[src/rtl/serial_addsub.sv]
// Bit-serial adder/subtractor: one full-adder cell reused over WIDTH cycles, LSB first.
// Optional signed-overflow output ovf is enabled by defining ADDSUB_OVF_EN.
module serial_addsub #(
  parameter int WIDTH = 8
) (
  input  logic             clk,
  input  logic             rst_n,
  input  logic             start_valid,
  output logic             start_ready,
  input  logic [WIDTH-1:0] a,
  input  logic [WIDTH-1:0] b,
  input  logic             sub,
  output logic [WIDTH-1:0] res,
  output logic             cout,
`ifdef ADDSUB_OVF_EN
  output logic             ovf,
`endif
  output logic             res_valid,
  input  logic             res_ready
);

  localparam int CNT_W = $clog2(WIDTH + 1);

  typedef enum logic [1:0] {
    IDLE = 2'd0,
    RUN  = 2'd1,
    DONE = 2'd2
  } state_t;

  state_t             state;
  logic [WIDTH-1:0]   sa;
  logic [WIDTH-1:0]   sb;
  logic [WIDTH-1:0]   racc;
  logic [WIDTH-1:0]   racc_nxt;
  logic [CNT_W-1:0]   cnt;
  logic               carry;
  logic               op;
  logic               s;
  logic               c;

  // Single full-adder cell; the new sum bit enters the accumulator at the MSB.
  always_comb begin
    s                   = sa[0] ^ sb[0] ^ carry;
    c                   = (sa[0] & sb[0]) | (sa[0] & carry) | (sb[0] & carry);
    racc_nxt            = racc >> 1;
    racc_nxt[WIDTH-1]   = s;
  end

  always_ff @(posedge clk or negedge rst_n) begin
    if (!rst_n) begin
      state       <= IDLE;
      sa          <= '0;
      sb          <= '0;
      racc        <= '0;
      cnt         <= '0;
      carry       <= 1'b0;
      op          <= 1'b0;
      res         <= '0;
      cout        <= 1'b0;
`ifdef ADDSUB_OVF_EN
      ovf         <= 1'b0;
`endif
      res_valid   <= 1'b0;
      start_ready <= 1'b1;
    end else begin
      case (state)
        IDLE: begin
          if (start_valid) begin
            // Subtraction as A + ~B + 1: invert B and seed the carry with 1.
            sa          <= a;
            sb          <= b ^ {WIDTH{sub}};
            carry       <= sub;
            cnt         <= '0;
            op          <= sub;
            start_ready <= 1'b0;
            state       <= RUN;
          end
        end
        RUN: begin
          sa    <= sa >> 1;
          sb    <= sb >> 1;
          racc  <= racc_nxt;
          carry <= c;
          cnt   <= cnt + 1'b1;
          if (cnt == CNT_W'(WIDTH - 1)) begin
            // Carry out of the MSB is inverted to report borrow on subtract.
            res       <= racc_nxt;
            cout      <= op ? ~c : c;
`ifdef ADDSUB_OVF_EN
            ovf       <= carry ^ c;
`endif
            res_valid <= 1'b1;
            state     <= DONE;
          end
        end
        DONE: begin
          if (res_ready) begin
            res_valid   <= 1'b0;
            start_ready <= 1'b1;
            state       <= IDLE;
          end
        end
        default: begin
          res_valid   <= 1'b0;
          start_ready <= 1'b1;
          state       <= IDLE;
        end
      endcase
    end
  end

endmodule

[config.mk]
export PLATFORM = sky130hd
export DESIGN_NAME = serial_addsub
export DESIGN_NICKNAME = d
export VERILOG_FILES = /design/src/rtl/serial_addsub.sv
export SDC_FILE = /design/constraint.sdc
export NUM_CORES = 1
export LEC_CHECK = 0
export BUFFER_PORTS_ARGS = -buffer_cell sky130_fd_sc_hd__buf_4
export CORE_MARGIN = 8
export CORE_UTILIZATION = 48
export DETAILED_ROUTE_END_ITERATION = 10
export PLACE_DENSITY = 0.71
export SYNTH_ARGS = -nofsm -noshare
export SYNTH_HDL_FRONTEND = slang
export SYNTH_SLANG_ARGS = --single-unit
[constraint.sdc]
create_clock -name clk -period 1.67 [get_ports clk]
set_input_delay 0.501 -clock clk [delete_from_list [all_inputs] [get_ports clk]]
set_output_delay 0.501 -clock clk [all_outputs]
set_load 0.02 [all_outputs]
# Yosys cells after proc, flatten, opt, wreduce, memory -nomap -nowiden
# Index checks and enable logic that the tools add are counted.
# W data, S select, Z words.
dict set report op_classes {
  n_addsub 1
  multipliers 0
  div 0
  n_lt_le_gt_ge 0
  n_eq_ne 6
  n_shift 0
  muxes 19
  bitwise 11
  n_reduce_logical 8
}
# op count
set ops {}
lappend ops {{$pmux W8 S2} 2}
lappend ops {{$mux W8} 2}
lappend ops {{$reduce_and A3 Y1} 3}
lappend ops {{$pmux W4 S2} 1}
lappend ops {{$xor A8 B8 Y8} 1}
lappend ops {{$mux W1} 6}
lappend ops {{$mux W2} 3}
lappend ops {{$ne A2 B2 Y1 const B} 3}
lappend ops {{$pmux W1 S3} 2}
lappend ops {{$pmux W2 S3} 1}
lappend ops {{$reduce_and A2 Y1} 3}
lappend ops {{$add A4 B1 Y4 const B} 1}
lappend ops {{$eq A4 B3 Y1 const B} 1}
lappend ops {{$mux W4} 1}
lappend ops {{$and A1 B1 Y1} 3}
lappend ops {{$not A1 Y1} 3}
lappend ops {{$eq A2 B1 Y1 const B} 1}
lappend ops {{$eq A2 B2 Y1 const B} 1}
lappend ops {{$logic_not A2 Y1} 1}
lappend ops {{$or A1 B1 Y1} 2}
lappend ops {{$pmux W1 S2} 1}
lappend ops {{$reduce_bool A2 Y1} 1}
lappend ops {{$xor A1 B1 Y1} 2}
dict set report word_totals {
  register_bits 43
  latch_bits 0
  mem_bits_rw 0
  rom_bits 0
  input_bits 21
  out_inout_bits 11
  word_cells 56
  memories 0
}

# Depth between registers and ports, before layout
# Gate-level depths: netlist (run 1).
dict set report depth {
  ltp_word 5
  depth_mapped 5
  ltp_nobuf 4
}

# Worst setup path after synthesis (run 1)
# OpenSTA, ideal clock, no wires.
dict set report synth_timing {
  path_type {reg-to-reg}
  start {register state[1]}
  end {register cout}
  setup_ns 0.125
  t_arrival_ns 1.238
  required_time_ns 1.545
  slack_ns 0.307
  path_stages_with_launch 5
  n_path_buf 1
  period_less_slack_ns 1.363
  path_cell_list {dfrtp_1 > nand2b_4 > nor3_4 > buf_6 > mux2_4}
}
dict set report synth_between {
  elab_chain_len 2
}
# element line_no
set synth_lines {}
lappend synth_lines {{from (decl)} 30} ;# state_t state;
lappend synth_lines {{from (signal assigned)} 51} ;# state <= IDLE;
lappend synth_lines {{from (signal assigned)} 76} ;# state <= RUN;
lappend synth_lines {{from (signal assigned)} 93} ;# state <= DONE;
lappend synth_lines {{$eq A2 B1 Y1} 66} ;# case (state)
lappend synth_lines {{$reduce_and A2 Y1 (no source line)} --}
lappend synth_lines {{to (signal assigned)} 88} ;# cout <= op ? ~c : c;
lappend synth_lines {{to (decl)} 14} ;# output logic cout,
# No other way between the ends.
# A chain may end at the register's enable or synchronous reset.

# Final worst setup path (run 1)
dict set report layout_timing {
  start {register cnt[0]}
  end {register res[7]}
}
dict set report layout_between {
  elab_chain_len 2
}
# element line_no
set layout_lines {}
lappend layout_lines {{from (decl)} 35} ;# logic [CNT_W-1:0] cnt;
lappend layout_lines {{from (signal assigned)} 84} ;# cnt <= cnt + 1'b1;
lappend layout_lines {{$eq A4 B3 Y1} 85} ;# if (cnt == CNT_W'(WIDTH - 1)) begin
lappend layout_lines {{$reduce_and A2 Y1 (no source line)} --}
lappend layout_lines {{to (signal assigned)} 87} ;# res <= racc_nxt;
lappend layout_lines {{to (decl)} 13} ;# output logic [WIDTH-1:0] res,
# No other way between the ends.

==> flow_summary.ini, run 1 <==
[run_status]
status = complete, no violations

[sta]
max_freq_mhz = 666
slew_viol_final = 0
fin_crit_ns = 1.50
setup_tns_ns = 0
min_period_over_period = 0.900
worstMarginPinSlew_ns = 0.528
slew_headroom = 0.648
rsz0062_at_grt = no
setup_viol = 0
hold_viol_final = 0
worst_clock_skew_ns = 0.00375

[logic_synthesis]
yosysTopAreaCell = dfrtp_1
avgSynthCellArea_um2 = 11.3
synth_warnings = 0
synthesis.area_um2 = 1960
yosysTopAreaCellShare = 0.524
ys_types = 31
ys_seq_elements = 42
syn-instance-count = 173
synth_area_leaders = dfrtp_1 (52%), mux2_4 (6.1%), nand2_1 (5.4%)
synth_seq_area_share = 0.538
synth_fp_nets = 196

[global_routing]
grtUsageTotal = 0.134
antenna_found_initial = 0
gr-total-overflow = 0
grt_pass1_vias = 1417
grt_pass1_wl_mm = 6.74
grt_start_max_net_pins = 43

[layout]
finish.utilization = 0.585
nets = 231
nFillCells = 343
final_area_um2 = 2320
finalNonFillerCells = 259
area_delta_synth_final_pct = 18.7
n_antenna_cell = 0
final_common_cell = dfrtp_1
drive_above_1_share = 0.287
layout_common_cells = dfrtp_1 (41), buf_4 (39), nand2_1 (28)

[floorplanning]
ios = 32
dieArea_um2 = 6380
coreArea_um2 = 3970
fp-row-count = 23
dieHeight_um = 79.9
start_util = 0.493
die_w_um = 79.9

[route]
final_antenna_net_count = 0
routed_wirelength_mm = 3.90
drtPass1Iterations = 4
num_vias = 1356
drt_iter0_drc = 56
vias_per_cell = 5.24
post_drt_wl_per_cell_um = 15.0
drc = 0

[cts]
post_cts_buffers = 0
cts_buffer_depth = 2
cts_made_buffers = 5
cts_htree_levels = 2
clock-root-buffer = clkbuf_8
hold_buffers = 0
clkSlewWorstSetupHoldPaths_ns = 0.08
clk_latency_ns = 0.29
cts.sinks = 42
cts_resized = 0
cts_tree = yes

[setup_path]
critPathRequiredTime_ns = 1.85
end_kind = flip-flop
r2r-start = cnt[0]
start_kind = flip-flop
crit_path_max_fanout = 10
rr_worst_depth = 5
r2r_setup_slack_ns = 0.17
worstReg2RegEnd = res[7]
cp.arrival_ns = 1.68
critPathKind = reg -> reg

[place]
dp_hpwl_mm = 2.73
io_buffers = 31
placed_cells_incl_taps = 251
placed_cell_area_um2 = 2230
gp_congestion = 0.743

[power]
power.density_nw_per_um2 = 1750
p_leak_nw = 1.12
ir_drop_v = 0.000690

[flow_run]
maxCapViolCount = 0

[min_path]
min_path_type = in -> async
==> registers in the layout (all words and copies together), names as in the netlist <==
| name | count |
|---|---|
| res | 8 |
| sa | 8 |
| sb | 8 |
| racc | 7 |
| cnt | 4 |
| state | 2 |
| carry | 1 |
| cout | 1 |
| op | 1 |
| res_valid | 1 |
| start_ready | 1 |
==> where the power goes <==
part / switching [mW] / total, mW / leakage, nW / internal, mW
clock network: 0.332 / 0.666 / 0.0482 / 0.333
registers: 0.326 / 1.79 / 0.535 / 1.46
logic: 0.806 / 1.61 / 0.539 / 0.803
==> metrics by stage <==
stage / worst slack (ns) / hold WS (ns) / total power [mW]
2_1_floorplan: 0.307 / 0.205 / 2.91
3_3_place_gp: 0.233 / 0.465 / 3.35
3_5_place_dp: 0.172 / 0.486 / 3.44
4_1_cts: 0.150 / 0.201 / 4.11
5_1_grt: 0.0774 / 0.220 / 4.39
6_report: 0.168 / 0.180 / 4.06
==> Yosys cell counts <==
| library cell | instances |
|---|---|
| dfrtp_1 | 41 |
| a21oi_1 | 7 |
| clkbuf_1 | 2 |
| nand2b_4 | 1 |
| a221o_1 | 8 |
| o21ai_0 | 11 |
| fa_1 | 1 |
| buf_6 | 4 |
| nor3b_1 | 2 |
| xnor2_1 | 8 |
| o21a_1 | 1 |
| dfstp_2 | 1 |
| o21bai_1 | 1 |
| nor2_1 | 11 |
| buf_4 | 1 |
| mux2_4 | 8 |
| a21o_1 | 3 |
| buf_2 | 4 |
| a22oi_1 | 7 |
| a211oi_1 | 1 |
| and2_1 | 1 |
| mux2_2 | 1 |
| nor3_4 | 1 |
| xor2_1 | 2 |
| o21bai_2 | 1 |
| or3b_4 | 1 |
| o22a_1 | 1 |
| nand2_1 | 28 |
| ha_1 | 1 |
| nor2b_1 | 9 |
| nand3_1 | 4 |
==> metal layers <==
layer	track usage	up-vias	wire, um
met2	0.214	34	1840
met5	0	-	0
met3	0.0473	6	223
met1	0.163	654	1790
li1	-	662	-
met4	0.0491	0	39
==> worst max-delay path, cell delays in order (launching register included) <==
cell and delay (ns):
dfrtp_1 0.39, ha_1 0.20, nand2_1 0.10, nor3_4 0.11, buf_4 0.23, mux2_2 0.35
==> layout make-up <==
| cell class | instances | area [um2] | share of cell area |
|---|---|---|---|
| sequential | 42 | 1050 | 0.453 |
| multi-input combinational | 120 | 825 | 0.355 |
| timing repair buffer | 39 | 293 | 0.126 |
| clock buffer | 7 | 86.3 | 0.0372 |
| tap | 50 | 62.6 | 0.0269 |
| clock inverter | 1 | 5.00 | 0.00215 |
==> how the worst max path moves through the flow <==
stage                   from     end  slack [ns]  cells past startpoint
floorplan           state[1]    cout        0.31                      4
global placement      cnt[0]  res[7]        0.23                      5
detailed placement    cnt[0]  res[7]        0.17                      5
CTS                   cnt[0]  res[7]        0.15                      5
global route          cnt[0]  res[7]        0.08                      5
finish                cnt[0]  res[7]        0.17                      5
==> cell families (layout without fill, tap and decap cells) <==
group / after synthesis / count (layout) / share of synthesized area
fa+ha+maj: 2 / 2 / 0.0166
flops: 42 / 42 / 0.538
xor+xnor: 10 / 10 / 0.0448
buf+inv: 11 / 47 / 0.0409
simple gates: 58 / 58 / 0.146
mux: 9 / 9 / 0.0671
compound gates: 41 / 41 / 0.147
Note: power is estimated with default switching activity, not from simulation.
==> inputs of run 2 (changes only) <==
--- a/config.mk
+++ b/config.mk
@@ -5,6 +5,7 @@
 export SDC_FILE = /design/constraint.sdc
 export NUM_CORES = 1
 export LEC_CHECK = 0
+export ABC_AREA = 1
 export BUFFER_PORTS_ARGS = -buffer_cell sky130_fd_sc_hd__buf_4
 export CORE_MARGIN = 8
 export CORE_UTILIZATION = 48
==> run 2 against run 1 <==
Via count up 20%. Critical path depth unchanged. Die area shrank 0.66%. Largest cell class unchanged. Largest power group unchanged.
==> flow_summary.ini, run 2 <==
[cts]
cts_made_buffers = 5
hold_buffers = 0
clkSlewWorstSetupHoldPaths_ns = 0.09
cts_htree_levels = 2
clock-root-buffer = clkbuf_8
cts_resized = 0
clk_latency_ns = 0.29
post_cts_buffers = 0
cts.sinks = 42
cts_buffer_depth = 2
cts_tree = yes

[layout]
finish.utilization = 0.588
reg.largest.list = res: 8 flops, sa: 8 flops, sb: 8 flops
drive_above_1_share = 0.167
area_delta_synth_final_pct = 19.4
final_common_cell = nand2_1
layout_common_cells = nand2_1 (140), dfrtp_1 (41), buf_4 (34)
n_antenna_cell = 0
final_area_um2 = 2320
nets = 310

[power]
p_sw_mw = 1.57
power.density_nw_per_um2 = 1680
switching_share = 0.402
p_leak_nw = 1.31
p_int_mw = 2.33
p_seq_frac = 0.446
pwr-share-comb = 0.382
ir_drop_v = 0.000623
p_clk_frac = 0.172

[sta]
slew_headroom = 0.655
setup_tns_ns = 0
slew_viol_final = 0
max_freq_mhz = 669
layout_setup_ws_ns = 0.174
holdWs_ns = 0.171
worstMarginPinSlew_ns = 0.517
setup_viol = 0
rsz0062_at_grt = no
fin_crit_ns = 1.50
hold_viol_final = 0
min_period_over_period = 0.896
worst_clock_skew_ns = 0.00774

[logic_synthesis]
synth-compound-area-share = 0.0335
synth_seq_area_share = 0.542
synth.most_common_cell = nand2_1
yosysTopAreaCell = dfrtp_1
ys_top_cells_by_count = nand2_1 (140), dfrtp_1 (41), nand3_1 (21)
ys_seq_elements = 42
async_flop_share = 1.00
avgSynthCellArea_um2 = 7.67
synthAdderAreaFrac = 0.0168
synth_warnings = 0
synth_fp_nets = 276
yosys.area_share.simple = 0.343
yosys.area_share.xor_xnor = 0.00451
ys_types = 18
synthesis.area_um2 = 1940
synth_mux_area_frac = 0
synth_area_leaders = dfrtp_1 (53%), nand2_1 (27%), nand3_1 (5.4%)
synth_top_family_by_area = simple AND/OR/NAND/NOR gates
synth_enable_flop_cells = 0
yosysTopAreaCellShare = 0.529
synth_top_flop_cell = dfrtp_1
syn-instance-count = 253

[route]
post_drt_wl_per_cell_um = 11.5
drt_iter0_drc = 82
vias_per_cell = 4.80
routed_wirelength_mm = 3.90
drtPass1Iterations = 4
final_antenna_net_count = 0
num_vias = 1623
drc = 0

[setup_path]
critPathKind = reg -> reg
r2r_setup_slack_ns = 0.17
rr_worst_depth = 5
r2r-start = state[0]
critPathRequiredTime_ns = 1.86
start_kind = flip-flop
worstReg2RegEnd = res[1]
cp.arrival_ns = 1.68
end_kind = flip-flop
crit_path_max_fanout = 19

[global_routing]
grt_use_met2 = 0.232
grt_start_max_net_pins = 43
grtUsageTotal = 0.140
grt_pass1_vias = 1648
grtUsageMet1 = 0.171
gr-total-overflow = 0
grt_pass1_wl_mm = 7.26
antenna_found_initial = 0
top_usage_layer = met2
grtUsageMet3 = 0.0327

[place]
dp_hpwl_mm = 2.80
pre_cts_ws_ns = 0.208
gp_congestion = 0.815
placed_cell_area_um2 = 2220
io_buffers = 31

[floorplanning]
dieArea_um2 = 6330
coreArea_um2 = 3940
die_w_um = 79.6
fp-row-count = 23
start_util = 0.492
dieHeight_um = 79.6
ios = 32

[min_path]
min_path_type = in -> async

[run_status]
status = complete, no violations

[flow_run]
maxCapViolCount = 0
-- run 2: worst max path at each step --
stage / from / endpoint / slack (ns)
after global routing: state[0] / res[0] / 0.007
after global placement: state[0] / res[4] / 0.24
after floorplan: sa[0] / cout / 0.47
final: state[0] / res[1] / 0.17
after CTS: state[0] / res[1] / 0.18
after detailed placement: state[0] / res[3] / 0.21
-- run 2: final cells by class --
type / count / area (um2)
flip-flops and latches: 42 / 1050
repair buffers: 34 / 255
clock buffers: 5 / 68.8
clock inverters: 3 / 25.0
well taps: 50 / 62.6
inverters: 21 / 81.3
multi-input cells: 183 / 772
fillers: 379 / 1630
-- run 2: layer usage --
layer / part of all wire / up-vias
li1: - / 841
met1: 0.46 / 747
met2: 0.47 / 30
met3: 0.051 / 5
met4: 0.014 / 0
met5: 0 / -
-- run 2: critical path, stage by stage (launching register included) --
cell and delay [ns]:
dfrtp_1 0.62, nand2_4 0.23, inv_4 0.09, nand2_1 0.25, nand2_1 0.14, nand2_1 0.06
-- run 2: cell families after synthesis --
group                      count (synthesis)
AOI/OAI and AO/OA                         13
xor gates and xnor gates                   1
adders and majority gates                  2
buffers and inverters                     28
DFF                                       42
and+or+nand+nor                          167
-- run 2: stage by stage --
stage                     power [mW]  instances
after floorplan                 2.75        253
final                           3.90        338
after global placement          3.22        330
after global routing            4.28        338
after detailed placement        3.27        330
after CTS                       3.95        338
-- run 2: power by group through the flow --
stage                     registers [mW]  logic [mW]  clock network [mW]
after global routing                1.80        1.74               0.734
after floorplan                     1.82       0.931                   0
after CTS                           1.74        1.52               0.690
final                               1.74        1.49               0.670
after global placement              1.75        1.47                   0
after detailed placement            1.76        1.51                   0
==> inputs of run 3 (changes only) <==
--- a/config.mk
+++ b/config.mk
@@ -6,7 +6,7 @@
 export NUM_CORES = 1
 export LEC_CHECK = 0
 export ABC_AREA = 1
-export BUFFER_PORTS_ARGS = -buffer_cell sky130_fd_sc_hd__buf_4
+export BUFFER_PORTS_ARGS = -buffer_cell sky130_fd_sc_hd__buf_2
 export CORE_MARGIN = 8
 export CORE_UTILIZATION = 48
 export DETAILED_ROUTE_END_ITERATION = 10
==> run 3 against run 2 <==
Final cell count up 0.59%. Critical endpoint is now res[7]. First-iteration DRC count down 11%. Hold slack worse by 0.017 ns. Combinational power down 5%. Routed wire length up 2.0%. Die area unchanged. Maximum frequency up 1.2%. Sequential share of layout area up 1.3 points. Flip-flop and latch count unchanged.
==> flow_summary.ini, run 3 (same netlist as run 2, synthesis figures left out) <==
[route]
vias_per_cell = 4.82
drc = 0
drtPass1Iterations = 4
routed_wirelength_mm = 3.97
final_antenna_net_count = 0
post_drt_wl_per_cell_um = 11.7
drt_iter0_drc = 73
num_vias = 1639

[floorplanning]
dieArea_um2 = 6330
fp-row-count = 23
dieHeight_um = 79.6
coreArea_um2 = 3940
die_w_um = 79.6
ios = 32
start_util = 0.492

[layout]
n_antenna_cell = 0
layout_common_cells = nand2_1 (140), dfrtp_1 (41), buf_2 (31)
final_common_cell = nand2_1
drive_above_1_share = 0.169
nets = 312
nFillCells = 374
area_delta_synth_final_pct = 16.1
finalNonFillerCells = 340
final_area_um2 = 2250
reg.largest.list = res: 8 flops, sa: 8 flops, sb: 8 flops

[global_routing]
grt_pass1_vias = 1573
grt_use_met2 = 0.222
grtUsageMet3 = 0.0383
grtUsageTotal = 0.137
grt_start_max_net_pins = 21
grt_pass1_wl_mm = 6.95
top_usage_layer = met2
grtUsageMet1 = 0.169
antenna_found_initial = 0
gr-total-overflow = 0

[cts]
cts.sinks = 42
clock-root-buffer = clkbuf_8
cts_buffer_depth = 2
post_cts_buffers = 0
clkSlewWorstSetupHoldPaths_ns = 0.07
hold_buffers = 0
cts_htree_levels = 2
cts_resized = 0
cts_tree = yes
clk_latency_ns = 0.29
cts_made_buffers = 5

[setup_path]
critPathKind = reg -> reg
crit_path_max_fanout = 19
cp.arrival_ns = 1.66
end_kind = flip-flop
critPathRequiredTime_ns = 1.85
start_kind = flip-flop

[sta]
layout_setup_ws_ns = 0.193
fin_crit_ns = 1.48
worstMarginPinSlew_ns = 0.468
hold_viol_final = 0
setup_tns_ns = 0
min_period_over_period = 0.885
worst_clock_skew_ns = 0.00492
slew_headroom = 0.688
rsz0062_at_grt = no
setup_viol = 0
slew_viol_final = 0
max_freq_mhz = 677

[power]
p_leak_nw = 1.31
pwr-share-comb = 0.372
p_sw_mw = 1.52
p_int_mw = 2.29
switching_share = 0.398
p_seq_frac = 0.456
power.density_nw_per_um2 = 1690
p_clk_frac = 0.172
ir_drop_v = 0.000708

[place]
dp_hpwl_mm = 2.91
gp_congestion = 0.854
placed_cell_area_um2 = 2160
pre_cts_ws_ns = 0.185
io_buffers = 31
placed_cells_incl_taps = 332

[min_path]
min_path_type = in -> async

[flow_run]
maxCapViolCount = 0

[run_status]
status = complete, no violations
run 3: changes by cell type in the layout (fill, tap and decap cells not counted), sizes merged:
cell,before,now
buf,34,36
inv,22,21
clkbuf,5,7
clkinvlp,1,0
run 3: power groups by stage:
stage          registers, mW  logic, mW  clock network [mW]
2_1_floorplan           1.82      0.931                   0
3_3_place_gp            1.74       1.41                   0
3_5_place_dp            1.76       1.44                   0
4_1_cts                 1.74       1.45               0.684
5_1_grt                 1.80       1.64               0.726
6_report                1.74       1.42               0.656
run 3: worst paths after layout:
check | startpoint | to | slack [ns] | cells after the start
setup / recovery | state[0] | res[7] | 0.19 | 5
hold / removal | rst_n | res[0] | 0.15 | 1
setup reg to reg | state[0] | res[7] | 0.19 | 5
hold reg to reg | racc[3] | res[2] | 0.47 | 2
max in group asynchronous | rst_n | sa[0] | 0.96 | 2
min in group clk | a[7] | sa[7] | 0.40 | 3
run 3: critical path: stages, from the launching register on:
cell and delay, ns:
dfrtp_1 0.61, nand2_4 0.23, inv_4 0.09, nand2_1 0.23, nand2_1 0.14, nand2_1 0.07
run 3: cell type report:
class | instances | area [um2] | share of cell area
sequential | 42 | 1050 | 0.467
multi-input combinational | 183 | 772 | 0.343
clock inverter | 1 | 5.00 | 0.00222
clock buffer | 7 | 86.3 | 0.0383
tap | 50 | 62.6 | 0.0278
timing repair buffer | 36 | 193 | 0.0856
inverter | 21 | 81.3 | 0.0361
run 3: metrics by stage:
step                utilization  total power, mW  hold WS (ns)
finish                    0.571             3.81         0.154
floorplan                     -             2.75         0.205
global placement          0.548             3.15         0.447
CTS                       0.571             3.87         0.156
detailed placement        0.548             3.20         0.458
global route              0.571             4.17         0.172
run 3: per-layer routing:
| metal | vias to the layer above | routed length [um] |
|---|---|---|
| met4 | 0 | 59 |
| met3 | 5 | 193 |
| li1 | 843 | - |
| met5 | - | 0 |
| met1 | 760 | 1800 |
| met2 | 31 | 1920 |
